<file path="src/rtl/bumpy_pkg.sv">
// rtl/bumpy_pkg.sv - shared constants and FSM state type for the bumpy collision block
// Contents: object request bit indices, bumpy edge-code bit positions, FSM state enum.
package bumpy_pkg;

    // Bit positions inside objDrawingRequest
    localparam int OBJ_PLATFORM = 0;
    localparam int OBJ_WALL     = 1;
    localparam int OBJ_HAZARD   = 2;
    localparam int OBJ_GOAL     = 3;
    localparam int N_OBJ        = 4;

    // Bit positions inside bumpyHitEdgeCode ({Left,Top,Right,Bottom})
    localparam int LEFT   = 3;
    localparam int TOP    = 2;
    localparam int RIGHT  = 1;
    localparam int BOTTOM = 0;

    typedef enum logic {
        WAIT_SYNC = 1'b0,
        RUN       = 1'b1
    } state_t;

endpackage

</file>
<file path="src/rtl/bumpy_collision_if.sv">
// rtl/bumpy_collision_if.sv - pixel-request inputs and frame-summary outputs of bumpy_collision
// Ports (signals):
//   startOfFrame, bumpyDrawingRequest, bumpyHitEdgeCode[3:0], objDrawingRequest[3:0] : to collision block
//   collisionValid, solidEdge[3:0], hazardHit, goalHit, overlapCount[CNT_WIDTH-1:0]  : from collision block
// Modports: master drives pixel requests and observes reports; slave is the collision block.
interface bumpy_collision_if #(
    parameter int CNT_WIDTH = 8
);

    logic                 startOfFrame;
    logic                 bumpyDrawingRequest;
    logic [3:0]           bumpyHitEdgeCode;
    logic [3:0]           objDrawingRequest;

    logic                 collisionValid;
    logic [3:0]           solidEdge;
    logic                 hazardHit;
    logic                 goalHit;
    logic [CNT_WIDTH-1:0] overlapCount;

    modport master (
        output startOfFrame,
        output bumpyDrawingRequest,
        output bumpyHitEdgeCode,
        output objDrawingRequest,
        input  collisionValid,
        input  solidEdge,
        input  hazardHit,
        input  goalHit,
        input  overlapCount
    );

    modport slave (
        input  startOfFrame,
        input  bumpyDrawingRequest,
        input  bumpyHitEdgeCode,
        input  objDrawingRequest,
        output collisionValid,
        output solidEdge,
        output hazardHit,
        output goalHit,
        output overlapCount
    );

endinterface

</file>
<file path="src/rtl/sat_counter.sv">
// rtl/sat_counter.sv - saturating up-counter with synchronous clear and load
// Ports:
//   clk, reset          : clock, synchronous active-high reset
//   clear               : synchronous clear to 0 (priority over load)
//   load, load_value    : synchronous load (priority over increment)
//   inc                 : increment by one, sticking at all-ones
//   count[WIDTH-1:0]    : current value
module sat_counter #(
    parameter int WIDTH = 8
) (
    input  logic             clk,
    input  logic             reset,
    input  logic             clear,
    input  logic             load,
    input  logic [WIDTH-1:0] load_value,
    input  logic             inc,
    output logic [WIDTH-1:0] count
);

    localparam logic [WIDTH-1:0] MAX_VALUE = '1;

    always_ff @(posedge clk) begin
        if (reset || clear) begin
            count <= '0;
        end else if (load) begin
            count <= load_value;
        end else if (inc && (count != MAX_VALUE)) begin
            count <= count + 1'b1;
        end
    end

endmodule

</file>
<file path="src/rtl/bumpy_collision.sv">
// rtl/bumpy_collision.sv - per-frame collision summary between bumpy and scene objects
// Ports:
//   clk   : system clock, rising edge
//   reset : synchronous active-high reset
//   bus   : bumpy_collision_if.slave - pixel requests in, frame summary out
// Accumulates overlap information over a frame and publishes it on each
// startOfFrame, with collisionValid pulsing the cycle after.
module bumpy_collision
    import bumpy_pkg::*;
#(
    parameter int unsigned MIN_HAZARD_PIXELS = 4,
    parameter int          CNT_WIDTH         = 8
) (
    input  logic            clk,
    input  logic            reset,
    bumpy_collision_if.slave bus
);

    state_t state, state_nxt;

    logic                 acc_clear;
    logic                 accumulate;
    logic                 frame_end;

    logic [N_OBJ-1:0]     overlap;
    logic                 solid_px;
    logic                 hazard_px;
    logic                 goal_px;
    logic                 any_px;

    logic [3:0]           edge_acc;
    logic                 goal_acc;
    logic [CNT_WIDTH-1:0] hazard_cnt;
    logic [CNT_WIDTH-1:0] total_cnt;

    logic                 valid_r;
    logic [3:0]           solid_edge_r;
    logic                 hazard_hit_r;
    logic                 goal_hit_r;
    logic [CNT_WIDTH-1:0] overlap_count_r;

    assign overlap   = {N_OBJ{bus.bumpyDrawingRequest}} & bus.objDrawingRequest;
    assign solid_px  = overlap[OBJ_PLATFORM] | overlap[OBJ_WALL];
    assign hazard_px = overlap[OBJ_HAZARD];
    assign goal_px   = overlap[OBJ_GOAL];
    // A pixel touching several objects still counts once in the total.
    assign any_px    = |overlap;

    always_ff @(posedge clk) begin
        if (reset) begin
            state <= WAIT_SYNC;
        end else begin
            state <= state_nxt;
        end
    end

    always_comb begin
        state_nxt  = state;
        acc_clear  = 1'b0;
        accumulate = 1'b0;
        frame_end  = 1'b0;
        case (state)
            WAIT_SYNC: begin
                // Not frame-aligned yet: discard pixels and wait for a frame boundary.
                acc_clear = 1'b1;
                if (bus.startOfFrame) begin
                    state_nxt = RUN;
                end
            end
            RUN: begin
                if (bus.startOfFrame) begin
                    frame_end = 1'b1;
                end else begin
                    accumulate = 1'b1;
                end
            end
            default: begin
                state_nxt = WAIT_SYNC;
            end
        endcase
    end

    // On a frame boundary the counters reload with the boundary cycle's own
    // pixel, which belongs to the new frame.
    sat_counter #(.WIDTH(CNT_WIDTH)) u_hazard_cnt (
        .clk        (clk),
        .reset      (reset),
        .clear      (acc_clear),
        .load       (frame_end),
        .load_value (CNT_WIDTH'(hazard_px)),
        .inc        (accumulate & hazard_px),
        .count      (hazard_cnt)
    );

    sat_counter #(.WIDTH(CNT_WIDTH)) u_total_cnt (
        .clk        (clk),
        .reset      (reset),
        .clear      (acc_clear),
        .load       (frame_end),
        .load_value (CNT_WIDTH'(any_px)),
        .inc        (accumulate & any_px),
        .count      (total_cnt)
    );

    always_ff @(posedge clk) begin
        if (reset) begin
            edge_acc        <= 4'h0;
            goal_acc        <= 1'b0;
            valid_r         <= 1'b0;
            solid_edge_r    <= 4'h0;
            hazard_hit_r    <= 1'b0;
            goal_hit_r      <= 1'b0;
            overlap_count_r <= '0;
        end else begin
            valid_r <= frame_end;
            if (acc_clear) begin
                edge_acc <= 4'h0;
                goal_acc <= 1'b0;
            end else if (frame_end) begin
                // Publish the finished frame (accumulators exclude this cycle).
                solid_edge_r    <= edge_acc;
                hazard_hit_r    <= (32'(hazard_cnt) >= MIN_HAZARD_PIXELS);
                goal_hit_r      <= goal_acc;
                overlap_count_r <= total_cnt;
                edge_acc        <= solid_px ? bus.bumpyHitEdgeCode : 4'h0;
                goal_acc        <= goal_px;
            end else if (accumulate) begin
                if (solid_px) begin
                    edge_acc <= edge_acc | bus.bumpyHitEdgeCode;
                end
                if (goal_px) begin
                    goal_acc <= 1'b1;
                end
            end
        end
    end

    assign bus.collisionValid = valid_r;
    assign bus.solidEdge      = solid_edge_r;
    assign bus.hazardHit      = hazard_hit_r;
    assign bus.goalHit        = goal_hit_r;
    assign bus.overlapCount   = overlap_count_r;

endmodule

</file>
<file path="src/flat_wrapper.sv">
// flat-port wrapper written by rule: the top's interface ports become plain ports
module bumpy_collision_flat import bumpy_pkg::*;
#(
    parameter int unsigned MIN_HAZARD_PIXELS = 4,
    parameter int          CNT_WIDTH         = 8
)
  (clk, reset, bus_startOfFrame, bus_bumpyDrawingRequest, bus_bumpyHitEdgeCode, bus_objDrawingRequest, bus_collisionValid, bus_solidEdge, bus_hazardHit, bus_goalHit, bus_overlapCount);
  bumpy_collision_if #(.CNT_WIDTH(CNT_WIDTH)) bus_i ();
  input  logic clk;
  input  logic reset;
  input wire logic [$bits(bus_i.startOfFrame)-1:0] bus_startOfFrame;
  input wire logic [$bits(bus_i.bumpyDrawingRequest)-1:0] bus_bumpyDrawingRequest;
  input wire logic [$bits(bus_i.bumpyHitEdgeCode)-1:0] bus_bumpyHitEdgeCode;
  input wire logic [$bits(bus_i.objDrawingRequest)-1:0] bus_objDrawingRequest;
  output wire logic [$bits(bus_i.collisionValid)-1:0] bus_collisionValid;
  output wire logic [$bits(bus_i.solidEdge)-1:0] bus_solidEdge;
  output wire logic [$bits(bus_i.hazardHit)-1:0] bus_hazardHit;
  output wire logic [$bits(bus_i.goalHit)-1:0] bus_goalHit;
  output wire logic [$bits(bus_i.overlapCount)-1:0] bus_overlapCount;
  assign bus_i.startOfFrame = bus_startOfFrame;
  assign bus_i.bumpyDrawingRequest = bus_bumpyDrawingRequest;
  assign bus_i.bumpyHitEdgeCode = bus_bumpyHitEdgeCode;
  assign bus_i.objDrawingRequest = bus_objDrawingRequest;
  assign bus_collisionValid = bus_i.collisionValid;
  assign bus_solidEdge = bus_i.solidEdge;
  assign bus_hazardHit = bus_i.hazardHit;
  assign bus_goalHit = bus_i.goalHit;
  assign bus_overlapCount = bus_i.overlapCount;
  bumpy_collision #(.MIN_HAZARD_PIXELS(MIN_HAZARD_PIXELS), .CNT_WIDTH(CNT_WIDTH)) u_core (.clk(clk), .reset(reset), .bus(bus_i));
endmodule
</file>
<file path="config.mk">
export PLATFORM = sky130hd
export DESIGN_NAME = bumpy_collision_flat
export DESIGN_NICKNAME = d
export VERILOG_FILES = /design/src/rtl/bumpy_pkg.sv /design/src/rtl/bumpy_collision_if.sv /design/src/rtl/sat_counter.sv /design/src/rtl/bumpy_collision.sv /design/src/flat_wrapper.sv
export SDC_FILE = /design/constraint.sdc
export NUM_CORES = 1
export LEC_CHECK = 0
export ABC_AREA = 1
export BUFFER_PORTS_ARGS = -buffer_cell sky130_fd_sc_hd__buf_2
export CAP_MARGIN = 40
export CELL_PAD_IN_SITES_DETAIL_PLACEMENT = 1
export CELL_PAD_IN_SITES_GLOBAL_PLACEMENT = 1
export CORE_MARGIN = 4
export CORE_UTILIZATION = 35
export DETAILED_ROUTE_END_ITERATION = 6
export PLACE_DENSITY_LB_ADDON = 0.08
export SLEW_MARGIN = 5
export SYNTH_ARGS = -nofsm -noshare
export SYNTH_HDL_FRONTEND = slang
export SYNTH_SLANG_ARGS = --single-unit
</file>
<file path="constraint.sdc">
create_clock -name clk -period 1.24 [get_ports clk]
set_input_delay 0.31 -clock clk [delete_from_list [all_inputs] [get_ports clk]]
set_output_delay 0.31 -clock clk [all_outputs]
set_load 0.005 [all_outputs]
</file>
==> flow_summary.toml, run 1 <==
[layout]
fin_nets = 306
areaGrowthSynthToFinish_pct = 43.6
final_util_pct = 53.0
drive_above_1_share_pct = 40.8
diodes = 0

[synthesis]
synth_most_common_cell = "nand2_1"
synth_area_leaders = "dfxtp_1 45%, nand2_1 14%, nor2_1 8.7%"
yosys_warnings = 0
synth-edff-count = 0
synth_top_area_cell = "dfxtp_1"
synth_cell_types = 25
ys_seq_area_share_pct = 45.2
synth_seq_cells = 37
netlist_instances = 227
synth_top_flop_cell = "dfxtp_1"
netlist.area_leader.share_pct = 45.2
synth.avg_cell_area_um2 = 7.23
synth.net_count = 242
synth-async-reset-ratio_pct = 0
synth_common_cells = "59 x nand2_1, 38 x nor2_1, 37 x dfxtp_1, 22 x a21oi_1, 19 x o21ai_0"
synth.cell_area_mm2 = 0.00164

[place]
pre_cts_ws_ps = -107
hpwl_mm = 3.09
io_buffers = 26
place.gp.congestion = 0.737

[timing]
layout_setup_ws_ps = -14.4
fin_skew_ps = 4.30
tightest_slew_ps = 387
fin_crit_sh_pct = 101
slew_headroom_pct = 74.2
min_period_ps = 1250
rsz0062_at_grt = "yes"
drv_slew = 0
setup_viol = 1
max_freq_ghz = 0.797
final-hold-violation-count = 0

[floorplanning]
die_area_mm2 = 0.00585
core_area_mm2 = 0.00444
die_h_um = 76.5
initial_core_util_pct = 36.9
rows = 24
die_w_um = 76.5
io_pins = 27

[power]
leakagePower_uw = 0.00100
clkPwrFrac_pct = 38.9
p_comb_share_pct = 9.8
swShare_pct = 24.5
power_density_mw_per_mm2 = 1020
switchingPower_uw = 592
pwr-share-seq_pct = 51.3
internal_power_uw = 1820
peakVddDrop_mv = 0.459

[clock_network]
cts-htree-levels = 2
cts_tree = "yes"
numCtsBuffers = 5
clk_pin_slew_ps = 70
clk_path_buf_depth = 2
clkSinkCount = 37
clock_latency_ps = 290
root_buffer = "clkbuf_8"

[flow_run]
cap_violations = 0

[grt]
grt_pass1_wl_mm = 7.80
overflow = 0
grt_max_degree = 20
grtUsageTotal_pct = 16.5
antenna_found_initial = 0
grt_pass1_vias = 1684

[critical_path]
cp_max_fo = 2
arrival_ps = 1490
crit_type = "register to register"
required_ps = 1470
cp-start-kind = "register"
end_kind = "register"

[route]
firstDrtPassIters = 4
drcViolationCount = 0
postRouteAntennaNets = 0
viasPerCell = 4.79
wl_per_cell_um = 13.7
vias = 1648
routed_wl_mm = 4.70
dr.first_iter.drc_count = 53

[hold_path]
hold_class = "input pin to register"

[status]
status = "complete, but fails checks"
failed_checks = "setup timing"
[final timing paths]
kind / slack [ps] / to / cells past startpoint / from
max: -10 / u_core.u_hazard_cnt.count[4] / 9 / u_core.u_hazard_cnt.count[1]
min: 230 / u_core.state / 2 / reset
max reg2reg: -10 / u_core.u_hazard_cnt.count[4] / 9 / u_core.u_hazard_cnt.count[1]
min reg2reg: 460 / u_core.edge_acc[2] / 2 / u_core.edge_acc[2]
[state kept, by name (all words and copies together) (netlist names)]
name and flops:
u_core.edge_acc 4, u_core.u_total_cnt.count 8, u_core.bus.overlapCount 8, u_core.state 1, u_core.bus.goalHit 1, u_core.bus.collisionValid 1
u_core.u_hazard_cnt.count 8, u_core.bus.hazardHit 1, u_core.bus.solidEdge 4, u_core.goal_acc 1
[what timing repair did]
item                       4_1_cts  5_1_grt
hold buffers                     0        0
setup buffers                    2        4
setup endpoints to repair       16       18
gates resized for setup         23       31
hold endpoints to repair         0        0
cloned                           2        2
pin swaps                        8       10
[final cells by class]
class,instances,area [um2]
fillers,567,2090
repair buffers,58,378
clock inverters,1,5.00
flip-flops and latches,37,749
repair inverters,2,12.5
well taps,52,65.1
inverters,19,90.1
clock buffers,7,96.3
multi-input cells,168,958
[power groups by stage]
stage          Sequential (uW)  Clock [uW]  Combinational, uW
2_1_floorplan             1270           0                106
3_3_place_gp              1260           0                203
3_5_place_dp              1260           0                206
4_1_cts                   1240         973                219
5_1_grt                   1240        1040                266
6_report                  1240         938                236
[stage by stage]
step                instances  hold WS, ps  setup TNS, ps  total power [uW]  area (um2)
floorplan                 227          382              0              1370        1650
global placement          326          451           -791              1470        2010
detailed placement        326          454          -1110              1470        2010
CTS                       338          219          -38.6              2430        2220
global route              344          229           -761              2540        2350
finish                    344          231          -14.4              2410        2350
[cell families after synthesis]
kind of cell    count (synthesis)  synth area share (%)
flops                          37                  45.2
buf+inv                        24                  6.48
fa+ha+maj                       3                  2.29
xor+xnor                        6                  3.20
simple gates                  115                  29.8
compound gates                 42                  13.0
[critical path, stage by stage, from the launching register on]
cell and delay, ps:
dfxtp_2 340, ha_4 170, nand2_4 70, nor2_4 40, buf_4 130, buf_4 120
buf_4 120, nand2_1 50, nand2_1 50, a21oi_2 100
[layout by cell type, fill, tap and decap left out]
| cell type | n |
|---|---|
| nor3_4 | 1 |
| dfxtp_2 | 7 |
| nand2_4 | 4 |
| inv_6 | 2 |
| nor2_4 | 4 |
| inv_1 | 13 |
| clkinvlp_4 | 2 |
| ha_1 | 1 |
| xor2_1 | 5 |
| a21oi_2 | 7 |
| nand2_1 | 50 |
| o21ai_1 | 3 |
| nor2_1 | 31 |
| clkbuf_8 | 7 |
| xor2_2 | 1 |
| nor3_1 | 2 |
| o21ai_0 | 16 |
| nand3_4 | 1 |
| nor2_2 | 6 |
| nor4_1 | 1 |
| buf_4 | 30 |
| nand3_1 | 4 |
| inv_2 | 2 |
| nand3_2 | 4 |
| clkinv_4 | 1 |
| clkinv_2 | 2 |
| ha_4 | 2 |
| dfxtp_1 | 30 |
| a21oi_1 | 16 |
| buf_6 | 2 |
| nand3b_1 | 1 |
| nand2_2 | 8 |
| buf_2 | 26 |
[per-layer routing]
layer  wire (um)  part of all wire (%)  track usage, %
met3         142                   3.0            4.49
met1        2030                    43            18.9
met2        2460                    52            29.7
met4          65                   1.4            4.89
met5           0                     0               0
No activity file was read; power rests on OpenSTA's default activity.
==> run 2: changes to the inputs <==
==> constraint.sdc (replaced) <==
create_clock -name clk -period 1.24 [get_ports clk]
set_input_delay 0.186 -clock clk [delete_from_list [all_inputs] [get_ports clk]]
set_output_delay 0.186 -clock clk [all_outputs]
set_load 0.005 [all_outputs]
==> run 2 against run 1 <==
Net effect: the flow still finishes with violations (setup timing); clock power increased by 33%; sequential share of layout area decreased by 1.0 points; critical path depth decreased by 3; register-to-register slack about the same; first-iteration DRC count decreased by 28%; worst setup slack got worse by 1.1 ps; cell count unchanged.
==> flow_summary.toml, run 2 (same netlist as run 1, synthesis figures left out) <==
[status]
status = "complete, but fails checks"
failed_checks = "setup timing"

[route]
viasPerCell = 4.72
postRouteAntennaNets = 0
dr.first_iter.drc_count = 38
drcViolationCount = 0
firstDrtPassIters = 3
routed_wl_mm = 4.52
wl_per_cell_um = 13.2
vias = 1625

[grt]
grt_max_degree = 20
grtUsageTotal_pct = 15.9
grt_pass1_wl_mm = 7.48
overflow = 0
grt_pass1_vias = 1642
antenna_found_initial = 0

[timing]
fin_crit_sh_pct = 101
tightest_slew_ps = 388
tns_ps = -38.1
slew_headroom_pct = 74.1
layout_setup_ws_ps = -15.5
setup_viol = 5
min_period_ps = 1260
final-hold-violation-count = 0
whs_ps = 109
max_freq_ghz = 0.796
drv_slew = 0
rsz0062_at_grt = "yes"
fin_skew_ps = 3.23

[flow_run]
cap_violations = 0

[layout]
areaGrowthSynthToFinish_pct = 47.8
fin_nets = 306
final_util_pct = 54.6
final_common_cell = "nand2_1"
layout_common_cells = "44 x nand2_1, 34 x nor2_1, 32 x dfxtp_1"
final-instance-count-excl-fill = 344
fill_cells = 561
diodes = 0
drive_above_1_share_pct = 40.8

[place]
hpwl_mm = 3.07
place.gp.congestion = 0.807
io_buffers = 26
dpl.cell_count = 328

[floorplanning]
initial_core_util_pct = 36.9
core_area_mm2 = 0.00444
die_h_um = 76.5
rows = 24
die_area_mm2 = 0.00585
io_pins = 27
die_w_um = 76.5

[critical_path]
reg2regPathDepth = 6
cp.depth = 6
cp_max_fo = 17
reg2reg_slack_ps = -20
crit_type = "register to register"
required_ps = 1430
slowest_stage = "dfxtp_1"
crit_chain = "buf_4 > nand2_1 > clkinv_4 > buf_4 > nor2_1 > nor2_1"
cp-start-kind = "register"
end_kind = "register"
path_delay_family = "buffers and inverters"
cp_num_buf_inv = 3
slowest_delay_ps = 330
arrival_ps = 1440

[hold_path]
holdPathStages = 2
hold_class = "input pin to register"

[clock_network]
numCtsBuffers = 5
clk_pin_slew_ps = 80
clk_path_buf_depth = 2
clkSinkCount = 37
cts-htree-levels = 2
clock_latency_ps = 290
holdBufCountCts = 0
root_buffer = "clkbuf_8"
cts_tree = "yes"

[power]
power_density_mw_per_mm2 = 1120
peakVddDrop_mv = 0.651
leakagePower_uw = 0.00105
power_uw = 2720
## run 2: cell types whose count changed in the layout (fill, tap and decap cells not counted), sizes merged
cell / change
buf: +3
nand3: -1
clkbuf: -2
bufinv: +2
clkinvlp: -1
clkinv: -1
## run 2: final timing paths
kind	from	end
min reg2reg	u_core.edge_acc[2]	u_core.edge_acc[2]
max reg2reg	u_core.state	u_core.bus.solidEdge[0]
min	reset	u_core.bus.collisionValid
max	u_core.state	u_core.bus.solidEdge[0]
## run 2: layer usage
layer | routed length, um | global-route usage, % | vias up
li1 | - | - | 852
met1 | 1920 | 18.6 | 745
met2 | 2390 | 27.4 | 20
met3 | 132 | 4.14 | 8
met4 | 79 | 6.34 | 0
met5 | 0 | 0 | -
## run 2: area by class of cell
| class | instances | area [um2] | area share (%) |
|---|---|---|---|
| clock buffer | 5 | 68.8 | 2.84 |
| sequential | 37 | 747 | 30.8 |
| timing repair buffer | 61 | 425 | 17.5 |
| tap | 52 | 65.1 | 2.68 |
| clock inverter | 3 | 65.1 | 2.68 |
| inverter | 19 | 87.6 | 3.61 |
| multi-input combinational | 167 | 966 | 39.8 |
## run 2: worst register-to-register path, delay by kind of cell, from the launching register on
| family | cells | cell delay (ps) |
|---|---|---|
| buf+inv | 3 | 500 |
| flops | 1 | 330 |
| simple gates | 3 | 330 |
## run 2: stage by stage
step / setup slack (ps) / area (um2)
after floorplan: 10.1 / 1650
after global placement: -63.8 / 2040
after detailed placement: -78.6 / 2040
after CTS: -15.1 / 2280
after global routing: -105 / 2420
final: -15.5 / 2420
## run 2: timing repair
| item | 4_1_cts | 5_1_grt |
|---|---|---|
| cloned | 1 | 0 |
| pin swaps | 12 | 13 |
| buffers inserted | 3 | 4 |
| setup endpoints to repair | 15 | 22 |
| gates resized for setup | 21 | 34 |
| endpoints found under the hold margin | 0 | 0 |
## run 2: report_power, final
part / internal [uW] / switching (uW) / leakage, uW
clock: 799 / 453 / 0.0000681
combinational: 101 / 132 / 0.000678
sequential: 1220 / 15.6 / 0.000303
